## src/rtl/prog_sequencer_if.sv

```systemverilog
// Request/grant and SPI-side signals of the programmer sequencer.
// master: requesters and programmer side; slave: the sequencer itself.
interface prog_sequencer_if #(
    parameter int NUM_BITS = 58
);
    logic                req0;
    logic                req1;
    logic [NUM_BITS-1:0] data0;
    logic [NUM_BITS-1:0] data1;
    logic                ack0;
    logic                ack1;
    logic                busy;
    logic                done;
    logic                spi_sclk;
    logic                spi_sdi;
    logic                spi_cs_n;

    modport master (
        output req0, req1, data0, data1,
        input  ack0, ack1, busy, done, spi_sclk, spi_sdi, spi_cs_n
    );

    modport slave (
        input  req0, req1, data0, data1,
        output ack0, ack1, busy, done, spi_sclk, spi_sdi, spi_cs_n
    );
endinterface

```

## src/rtl/prog_sequencer.sv

```systemverilog
// Round-robin arbiter feeding a mode-0 SPI frame shifter; ack one cycle after a pending request in IDLE.
// Requests are level-held and only looked at in IDLE; cs_n low for (2*NUM_BITS+2)*HALF_DIV cycles per frame.
module prog_sequencer #(
    parameter int NUM_BITS = 58,
    parameter int HALF_DIV = 2,
    parameter int CS_GAP   = 4
) (
    input  logic            SCLK,
    input  logic            reset,
    prog_sequencer_if.slave bus
);
    localparam int BCNT_W  = $clog2(NUM_BITS + 1);
    localparam int DIV_MAX = (HALF_DIV > CS_GAP) ? HALF_DIV : CS_GAP;
    localparam int DIV_W   = $clog2(DIV_MAX + 1);

    localparam logic [DIV_W-1:0]  HALF_LAST = DIV_W'(HALF_DIV - 1);
    localparam logic [DIV_W-1:0]  GAP_LAST  = DIV_W'(CS_GAP - 1);
    localparam logic [BCNT_W-1:0] BIT_LAST  = BCNT_W'(NUM_BITS - 1);

    typedef enum logic [2:0] {
        IDLE  = 3'd0,
        SETUP = 3'd1,
        SHIFT = 3'd2,
        HOLD  = 3'd3,
        GAP   = 3'd4
    } state_t;

    state_t              state_q, state_d;
    logic [DIV_W-1:0]    div_q, div_d;
    logic [BCNT_W-1:0]   bit_q, bit_d;
    logic                phase_q, phase_d;
    logic [NUM_BITS-1:0] shreg_q, shreg_d;
    logic                rr_q, rr_d;
    logic                ack0_q, ack0_d;
    logic                ack1_q, ack1_d;

    always_ff @(posedge SCLK or negedge reset) begin
        if (!reset) begin
            state_q <= IDLE;
            div_q   <= '0;
            bit_q   <= '0;
            phase_q <= 1'b0;
            shreg_q <= '0;
            rr_q    <= 1'b0;
            ack0_q  <= 1'b0;
            ack1_q  <= 1'b0;
        end else begin
            state_q <= state_d;
            div_q   <= div_d;
            bit_q   <= bit_d;
            phase_q <= phase_d;
            shreg_q <= shreg_d;
            rr_q    <= rr_d;
            ack0_q  <= ack0_d;
            ack1_q  <= ack1_d;
        end
    end

    always_comb begin
        state_d = state_q;
        div_d   = div_q + 1'b1;
        bit_d   = bit_q;
        phase_d = phase_q;
        shreg_d = shreg_q;
        rr_d    = rr_q;
        ack0_d  = 1'b0;
        ack1_d  = 1'b0;
        case (state_q)
            IDLE: begin
                div_d   = '0;
                bit_d   = '0;
                phase_d = 1'b0;
                // rr_q names the requester that wins a tie: the one not served last
                if (bus.req0 && (!bus.req1 || !rr_q)) begin
                    ack0_d  = 1'b1;
                    shreg_d = bus.data0;
                    rr_d    = 1'b1;
                    state_d = SETUP;
                end else if (bus.req1) begin
                    ack1_d  = 1'b1;
                    shreg_d = bus.data1;
                    rr_d    = 1'b0;
                    state_d = SETUP;
                end
            end
            SETUP: begin
                if (div_q == HALF_LAST) begin
                    div_d   = '0;
                    state_d = SHIFT;
                end
            end
            SHIFT: begin
                // each bit is a low half then a high half; the falling edge shifts
                if (div_q == HALF_LAST) begin
                    div_d = '0;
                    if (!phase_q) begin
                        phase_d = 1'b1;
                    end else begin
                        phase_d = 1'b0;
                        shreg_d = shreg_q >> 1;
                        bit_d   = bit_q + 1'b1;
                        if (bit_q == BIT_LAST) begin
                            state_d = HOLD;
                        end
                    end
                end
            end
            HOLD: begin
                if (div_q == HALF_LAST) begin
                    div_d   = '0;
                    state_d = GAP;
                end
            end
            GAP: begin
                if (div_q == GAP_LAST) begin
                    div_d   = '0;
                    state_d = IDLE;
                end
            end
            default: begin
                div_d   = '0;
                state_d = IDLE;
            end
        endcase
    end

    always_comb begin
        bus.busy     = (state_q != IDLE);
        bus.spi_cs_n = 1'b1;
        bus.spi_sclk = 1'b0;
        bus.spi_sdi  = 1'b0;
        bus.done     = 1'b0;
        bus.ack0     = ack0_q;
        bus.ack1     = ack1_q;
        case (state_q)
            SETUP, HOLD: begin
                bus.spi_cs_n = 1'b0;
                bus.spi_sdi  = shreg_q[0];
            end
            SHIFT: begin
                bus.spi_cs_n = 1'b0;
                bus.spi_sclk = phase_q;
                bus.spi_sdi  = shreg_q[0];
            end
            GAP: begin
                bus.done = (div_q == '0);
            end
            default: begin
            end
        endcase
    end
endmodule

```

## src/flat_wrapper.sv

```systemverilog
// flat-port wrapper written by rule: the top's interface ports become plain ports
module prog_sequencer_flat 
#(
    parameter int NUM_BITS = 58,
    parameter int HALF_DIV = 2,
    parameter int CS_GAP   = 4
)
  (SCLK, reset, bus_req0, bus_req1, bus_data0, bus_data1, bus_ack0, bus_ack1, bus_busy, bus_done, bus_spi_sclk, bus_spi_sdi, bus_spi_cs_n);
  prog_sequencer_if #(.NUM_BITS(NUM_BITS)) bus_i ();
  input  logic SCLK;
  input  logic reset;
  input wire logic [$bits(bus_i.req0)-1:0] bus_req0;
  input wire logic [$bits(bus_i.req1)-1:0] bus_req1;
  input wire logic [$bits(bus_i.data0)-1:0] bus_data0;
  input wire logic [$bits(bus_i.data1)-1:0] bus_data1;
  output wire logic [$bits(bus_i.ack0)-1:0] bus_ack0;
  output wire logic [$bits(bus_i.ack1)-1:0] bus_ack1;
  output wire logic [$bits(bus_i.busy)-1:0] bus_busy;
  output wire logic [$bits(bus_i.done)-1:0] bus_done;
  output wire logic [$bits(bus_i.spi_sclk)-1:0] bus_spi_sclk;
  output wire logic [$bits(bus_i.spi_sdi)-1:0] bus_spi_sdi;
  output wire logic [$bits(bus_i.spi_cs_n)-1:0] bus_spi_cs_n;
  assign bus_i.req0 = bus_req0;
  assign bus_i.req1 = bus_req1;
  assign bus_i.data0 = bus_data0;
  assign bus_i.data1 = bus_data1;
  assign bus_ack0 = bus_i.ack0;
  assign bus_ack1 = bus_i.ack1;
  assign bus_busy = bus_i.busy;
  assign bus_done = bus_i.done;
  assign bus_spi_sclk = bus_i.spi_sclk;
  assign bus_spi_sdi = bus_i.spi_sdi;
  assign bus_spi_cs_n = bus_i.spi_cs_n;
  prog_sequencer #(.NUM_BITS(NUM_BITS), .HALF_DIV(HALF_DIV), .CS_GAP(CS_GAP)) u_core (.SCLK(SCLK), .reset(reset), .bus(bus_i));
endmodule
```

## config.mk

```make
export PLATFORM = sky130hd
export DESIGN_NAME = prog_sequencer_flat
export DESIGN_NICKNAME = d
export VERILOG_FILES = /design/src/rtl/prog_sequencer_if.sv /design/src/rtl/prog_sequencer.sv /design/src/flat_wrapper.sv
export SDC_FILE = /design/constraint.sdc
export NUM_CORES = 1
export LEC_CHECK = 0
export ABC_AREA = 1
export CAP_MARGIN = 40
export CORE_MARGIN = 2
export CORE_UTILIZATION = 42
export DETAILED_ROUTE_END_ITERATION = 16
export PLACE_DENSITY = 0.7
export SLEW_MARGIN = 20
export SYNTH_ARGS = -nofsm -noshare
export SYNTH_HDL_FRONTEND = slang
export SYNTH_SLANG_ARGS = --single-unit
```

## constraint.sdc

```tcl
create_clock -name SCLK -period 3 [get_ports SCLK]
set_clock_uncertainty 0.15 [all_clocks]
set_input_delay 0.3 -clock SCLK [delete_from_list [all_inputs] [get_ports SCLK]]
set_output_delay 0.3 -clock SCLK [all_outputs]
set_load 0.02 [all_outputs]
```

# Word-level counts from Yosys, hierarchy flattened
# Index checks and enable logic that the tools add are counted.
dict set report totals {
  regBits 74
  output_inout_bits 7
  in_bits 120
  word_cells 73
}
dict set report classes {
  n_eq_ne 14
  muxes 34
  n_reduce_logical 15
  add_sub_neg 2
}
# operator n
set ops {}
lappend ops {{two-way mux 58 bit} 4}
lappend ops {{one-hot mux 58 bit (2 select lines)} 1}
lappend ops {{two-way mux 3 bit} 10}
lappend ops {{one-hot mux 3 bit (5 select lines)} 1}
lappend ops {{two-way mux 1 bit} 13}
lappend ops {{two-way mux 6 bit} 2}
lappend ops {{inequality test 2 x 1 -> 1 bit (second input constant)} 6}
lappend ops {{one-hot mux 6 bit (2 select lines)} 1}
lappend ops {{equality test 3 x 2 -> 1 bit (second input constant)} 3}
lappend ops {{AND reduction 7 bit} 1}
lappend ops {{adder 6 x 1 -> 6 bit (second input constant)} 1}
lappend ops {{equality test 3 x 1 -> 1 bit (second input constant)} 2}
lappend ops {{equality test 6 bit (second input constant)} 1}
lappend ops {{logical NOT 3 bit} 2}
lappend ops {{one-hot mux 3 bit (2 select lines)} 1}
lappend ops {{AND reduction 2 bit} 2}
lappend ops {{AND reduction 4 bit} 1}
lappend ops {{nonzero test 2 bit} 2}
lappend ops {{adder 3 x 1 -> 3 bit (second input constant)} 1}
lappend ops {{equality test 3 bit (second input constant)} 1}
lappend ops {{inequality test 3 x 2 -> 1 bit (second input constant)} 1}
lappend ops {{AND reduction 3 bit} 1}
lappend ops {{nonzero test 3 bit} 1}
lappend ops {{OR reduction 3 bit} 1}
lappend ops {{other kinds (4)} 5}

# Logic depth before layout (Yosys ltp)
dict set report logic_depth {
  ltp_word 5
  mapped_depth 10
  ltp_nobuf 9
}

# Least setup slack after synthesis
# OpenSTA, ideal clock, no wires.
dict set report synth_path {
  kind {flip-flop to output port}
  startpoint {register u_core.state_q[2]}
  endpoint {output bus_spi_sclk}
  stages_incl_launch_ff 6
  required_time_ns 2.550
  slack_ns 1.208
  n_path_buf 2
  arrival_ns 1.342
  cell_sequence {dfrtp_1 -> nor2_4 -> nand2_1 -> buf_2 -> buf_2 -> nor2_1}
}
dict set report synth_between {
  elab_chain_cells 2
}
# element line
set synth_rtl {}
lappend synth_rtl {{start: declaration} prog_sequencer.sv:28} ;# state_t state_q, state_d;
lappend synth_rtl {{start signal: assignment} prog_sequencer.sv:48} ;# state_q <= state_d;
lappend synth_rtl {{equality test 3 x 2 -> 1 bit} prog_sequencer.sv:135} ;# case (state_q)
lappend synth_rtl {{two-way mux 1 bit} prog_sequencer.sv:135}
lappend synth_rtl {{end: declaration} flat_wrapper.sv:20} ;# output wire logic [$bits(bus_i.spi_sclk)-1:0] bus_spi_sclk;
# Every way passes these cells.

# Final worst setup path
# Same ends and word-level chain as after synthesis.

==> results.py <==
metrics = {
    "run_status": {
        "status": "complete, no violations",
    },
    "sta": {
        "whs_ns": 0.302,
        "slew_viol_final": 0,
        "slew-limit-headroom_pct": 55.0,
        "finalSetupTns_ns": 0,
        "max_freq_ghz": 0.420,
        "final_hold_viol_count": 0,
        "setup_violations": 0,
        "period_needed_ns": 2.38,
        "period_share_pct": 79.3,
        "worst_pin_slew_ns": 0.673,
        "rsz0062_at_grt": "no",
    },
    "setup_path": {
        "r2r_setup_slack_ns": 0.67,
        "crit_type": "flop to output port",
        "cp_num_buf_inv": 1,
        "crit_arrival_ns": 1.93,
        "cp-end-kind": "output port",
        "crit_family": "buffers and inverters",
        "reg2reg_from": "u_core.div_q[1]",
        "r2r-end": "u_core.shreg_q[57]",
        "cp_data_required_time_ns": 2.55,
        "crit_fanout": 6,
        "cp_cell_sequence": "nor2_4 > nand2_2 > nor2_1 > clkdlybuf4s50_1",
        "path_depth": 4,
        "r2r_cells": 9,
        "slowest_delay_ns": 0.62,
        "crit_path_top_delay_cell": "clkdlybuf4s50_1",
        "setup.worst_path.start_class": "flop",
    },
    "synthesis": {
        "avgSynthCellArea_sq_um": 6.81,
        "ys_seq_area_share_pct": 38.0,
        "synth_ff_type": "dfrtp_1",
        "ys_async_sr_fraction_pct": 100,
        "synth_top_area_share_pct": 38.0,
        "yosys_register_bits": 74,
        "netlist_area_sq_um": 4880,
        "synth_cells": 716,
        "syn_nets": 843,
        "ys_warn_count": 0,
        "synth_top_cell_by_area": "dfrtp_1",
        "ys_top_cells_by_area": "dfrtp_1, nand2_1, nand3b_1, inv_1, nand3_1",
        "ys_types": 27,
        "synth_edf_count": 0,
    },
    "layout": {
        "final_common_cell": "nand2_1",
        "diodes": 0,
        "drive_gt1_share_pct": 5.70,
        "mostFrequentLayoutCells": "nand2_1, clkdlybuf4s50_1, inv_1, dfrtp_1, nand3_1",
        "syn2layout_area_growth_pct": 33.4,
        "layout.nets": 946,
        "postLayoutCellArea_sq_um": 6510,
    },
    "cts": {
        "clk_pin_slew_ns": 0.06,
        "cts-root-buf": "clkbuf_16",
        "numClockSinks": 74,
        "cts_buffers": 9,
        "clockBufferDepth": 2,
        "htree_num_levels": 3,
        "postCtsSetupBuffers": 0,
        "worstSkewPairLatency_ns": 0.33,
        "ctsResizeCount": 0,
        "tritoncts": "built",
    },
    "global_route": {
        "grt_most_used_layer": "met2",
        "grt_max_degree": 86,
        "use_met2_pct": 36.1,
        "grt_pass1_vias": 4648,
        "grt_pass1_wl_microns": 20700,
        "grtUsageTotal_pct": 20.0,
        "grt_overflow": 0,
        "antenna_found_initial": 0,
        "met3_usage_pct": 3.97,
        "grtUsageMet1_pct": 24.4,
    },
    "power": {
        "p_seq_share_pct": 29.9,
        "worst_ir_drop_vdd_mv": 0.590,
        "pwr-share-comb_pct": 50.7,
        "cellLeakagePower_uw": 0.00331,
        "clkPwrFrac_pct": 19.3,
        "p_switching_uw": 2430,
        "swShare_pct": 43.2,
        "internal_power_uw": 3190,
        "pwr_density_cell_nw_per_um2": 863,
    },
    "floorplan": {
        "die_w_microns": 112,
        "rows": 39,
        "ios": 127,
        "die_h_microns": 112,
        "dieArea_sq_um": 12500,
        "coreArea_sq_um": 11400,
        "initial_utilization_pct": 42.9,
    },
    "detailed_routing": {
        "wirelength_microns": 12300,
        "post_drt_wl_per_cell_microns": 12.7,
        "firstDrtPassIters": 4,
        "vias": 4676,
        "ant_nets": 0,
        "vias_per_cell": 4.84,
        "drtIter0Drc": 301,
        "drc_errors": 0,
    },
    "flow_run": {
        "maxCapViolations": 0,
    },
    "place": {
        "gp_congestion": 0.792,
        "place_area_sq_um": 6190,
        "port_buffers": 126,
        "hpwl_microns": 8390,
    },
    "worst_hold_path": {
        "hold_path.class": "input pin to async pin",
    },
}
worst reg2reg max path, stage by stage (launching register included):
cell and delay, ns:
dfrtp_1 0.38, inv_1 0.08, ha_1 0.17, inv_1 0.04, nor2_1 0.23, nand3_4 0.15
nand2_1 0.24, nand2_2 0.46, nand2_1 0.20, o21ai_1 0.08
power groups by stage:
| stage | Clock [uW] | Combinational, uW | Sequential (uW) |
|---|---|---|---|
| 2_1_floorplan | 0 | 2220 | 1650 |
| 3_3_place_gp | 0 | 2770 | 1680 |
| 3_5_place_dp | 0 | 2860 | 1690 |
| 4_1_cts | 1110 | 2890 | 1680 |
| 5_1_grt | 1150 | 3270 | 1740 |
| 6_report | 1090 | 2850 | 1680 |
flip-flops by register name, summed over array words and instances, names as in the netlist:
register and flops:
u_core.phase_q 1, u_core.bus.ack0 1, u_core.bus.ack1 1, u_core.bit_q 6, u_core.rr_q 1, u_core.state_q 3, u_core.div_q 3, u_core.shreg_q 58
cell families after synthesis:
| group | Yosys count | share of synthesized area [%] |
|---|---|---|
| AOI/OAI and AO/OA | 69 | 8.24 |
| and+or+nand+nor | 412 | 38.7 |
| xor gates and xnor gates | 1 | 0.180 |
| adders and majority gates | 7 | 1.80 |
| buffers and inverters | 153 | 13.1 |
| DFF | 74 | 38.0 |
worst max-delay path by stage:
stage                            startpoint            endpoint  slack (ns)
after floorplan           u_core.state_q[2]        bus_spi_sclk        1.21
after global placement      u_core.div_q[1]  u_core.shreg_q[57]        0.74
after detailed placement    u_core.div_q[1]  u_core.shreg_q[57]        0.69
after CTS                 u_core.state_q[2]        bus_spi_sclk        0.61
after global routing        u_core.div_q[1]  u_core.shreg_q[57]        0.48
final                     u_core.state_q[2]        bus_spi_sclk        0.62
cell usage after synthesis, types with 2 or more instances:
cell and instances:
clkbuf_1 18, o21ai_1 14, ha_1 7, buf_6 5
a21oi_1 4, dfrtp_1 74, nand2_1 260, nand3b_1 57
nand3_1 68, o31ai_1 2, buf_2 20, inv_1 108
nor2_1 20, o21ai_0 37, o21ai_2 10
layout make-up:
cell class | count | area [sq um]
clock inverter | 5 | 52.6
sequential | 74 | 1850
clock buffer | 11 | 253
inverter | 109 | 409
timing repair buffer | 136 | 1370
fill | 1051 | 4860
multi-input combinational | 489 | 2390
tap | 143 | 179
routing by layer:
metal / routed length (microns) / part of all wire (%) / up-vias
met2: 6060 / 49 / 112
met1: 5410 / 44 / 2134
met4: 143 / 1.2 / 0
li1: - / - / 2419
met3: 642 / 5.2 / 11
met5: 0 / 0 / -
through the flow:
stage               cells  setup WS [ns]  power (uW)  utilization (%)
floorplan             716           1.21        3870                -
global placement      949          0.745        4450             54.3
detailed placement    950          0.686        4560             54.5
CTS                   967          0.606        5680             57.2
global route          967          0.477        6160             57.2
finish                967          0.620        5610             57.2
what timing repair did:
action | in CTS | in global routing
setup endpoints to repair | 0 | 0
hold buffers | 1 | 0
endpoints found under the hold margin | 31 | 0
Note: power is estimated with default switching activity, not from simulation.
==> patch: new RTL, same flow settings <==
`CS_GAP` is set to 4 in 2 places; all go to 2.
--- a/src/rtl/prog_sequencer.sv
+++ b/src/rtl/prog_sequencer.sv
@@ -5,3 +5,3 @@
     parameter int HALF_DIV = 2,
-    parameter int CS_GAP   = 4
+    parameter int CS_GAP   = 2
 ) (
--- a/src/flat_wrapper.sv
+++ b/src/flat_wrapper.sv
@@ -5,3 +5,3 @@
     parameter int HALF_DIV = 2,
-    parameter int CS_GAP   = 4
+    parameter int CS_GAP   = 2
 )
Function: no difference found for any inputs over 10 cycles, from zero or initial values and one cycle with reset low; that may be too few to reach the edited logic, so the function may still have changed.
==> patch against the unedited design <==
Combinational power decreased by 7.4%. Worst hold slack got worse by 0.0085 ns. Core utilization increased by 1.5 points. Worst setup slack got worse by 0.0025 ns. Sequential cell count decreased by 1. Synthesized area decreased by 8.5%. Wire length decreased by 10%. Final area decreased by 6.9%. Critical path depth unchanged. First-iteration DRC count decreased by 14%. Total power decreased by 8.1%.
==> patch: results (changes against the unedited design) <==
* Status: completed (unchanged)
* Hold WS at 0.294 ns (was 0.302 ns)
* Metal-1 WL at 5.07 mm (was 5.41 mm)
* GRT met2 Usage at 34.7% (was 36.1%)
* P_leak at 3.34 nW (was 3.31 nW)
* Peak VDD IR at 457 uV (was 590 uV)
* Worst-path clk slew at 0.08 ns (was 0.06 ns)
* GR met3 Demand/Resource at 3.16% (was 3.97%)
* DR WL met3 at 524 um (was 642 um)
* Int Power at 2.87 mW (was 3.19 mW)
* Total wire length at 11.0 mm (was 12.3 mm)
* Metal2 WL at 5.26 mm (was 6.06 mm)
* Pre-CTS WS at 0.806 ns (was 0.686 ns)
* Fmax at 420 MHz (about the same)
* CTS root buf: clkbuf_8 (was clkbuf_16)
* DR vias at 4581 (was 4676)
* Layout cell share with drive strength beyond 1 at 4.51% (was 5.70%)
* Register area at 1830 sq um (was 1850 sq um)
* Synth Net Count at 851 (was 843)
* Register-to-register path setup slack at 0.85 ns (was 0.67 ns)
* Number of global-route vias before repair at 4344 (was 4648)
* DP Cell Count at 962 (was 950)
* Post-DP HPWL at 7.55 mm (was 8.39 mm)
* Final GP Congestion at 0.808 (was 0.792)
* Clock share of power at 16.9% (was 19.3%)
* Comb power frac at 51.3% (was 50.7%)
* Crit path launch: u_core.state_q[0]$_DFFE_PN0P_ (was u_core.state_q[2]$_DFFE_PN0P_)
==> patch: changes by cell type after synthesis, moves of 5 or more <==
cell | before | now
buf_2 | 20 | 11
ha_1 | 7 | 2
inv_1 | 108 | 20
nand2_1 | 260 | 545
nand3_1 | 68 | 8
nand3b_1 | 57 | 1
nand4_1 | 1 | 6
nor2_1 | 20 | 12
nor2_2 | 0 | 5
o21ai_0 | 37 | 8
o21ai_1 | 14 | 0
o21ai_2 | 10 | 1
==> patch: worst max-delay path, delay by kind of cell (launching register included) <==
family / cells / cell delay [ns]
AND/OR/NAND/NOR: 3 / 0.52
flip-flops: 1 / 0.46
buffers and inverters: 1 / 0.61
==> patch: final cells by class <==
class / count / area share, %
sequential: 73 / 30.2
clock buffer: 11 / 2.50
clock inverter: 4 / 1.26
multi-input combinational: 599 / 39.1
tap: 136 / 2.81
timing repair buffer: 134 / 22.8
inverter: 21 / 1.30
==> patch: logic make-up after synthesis <==
group | Yosys count
simple gates | 586
fa+ha+maj | 2
compound gates | 11
buf+inv | 57
flops | 73
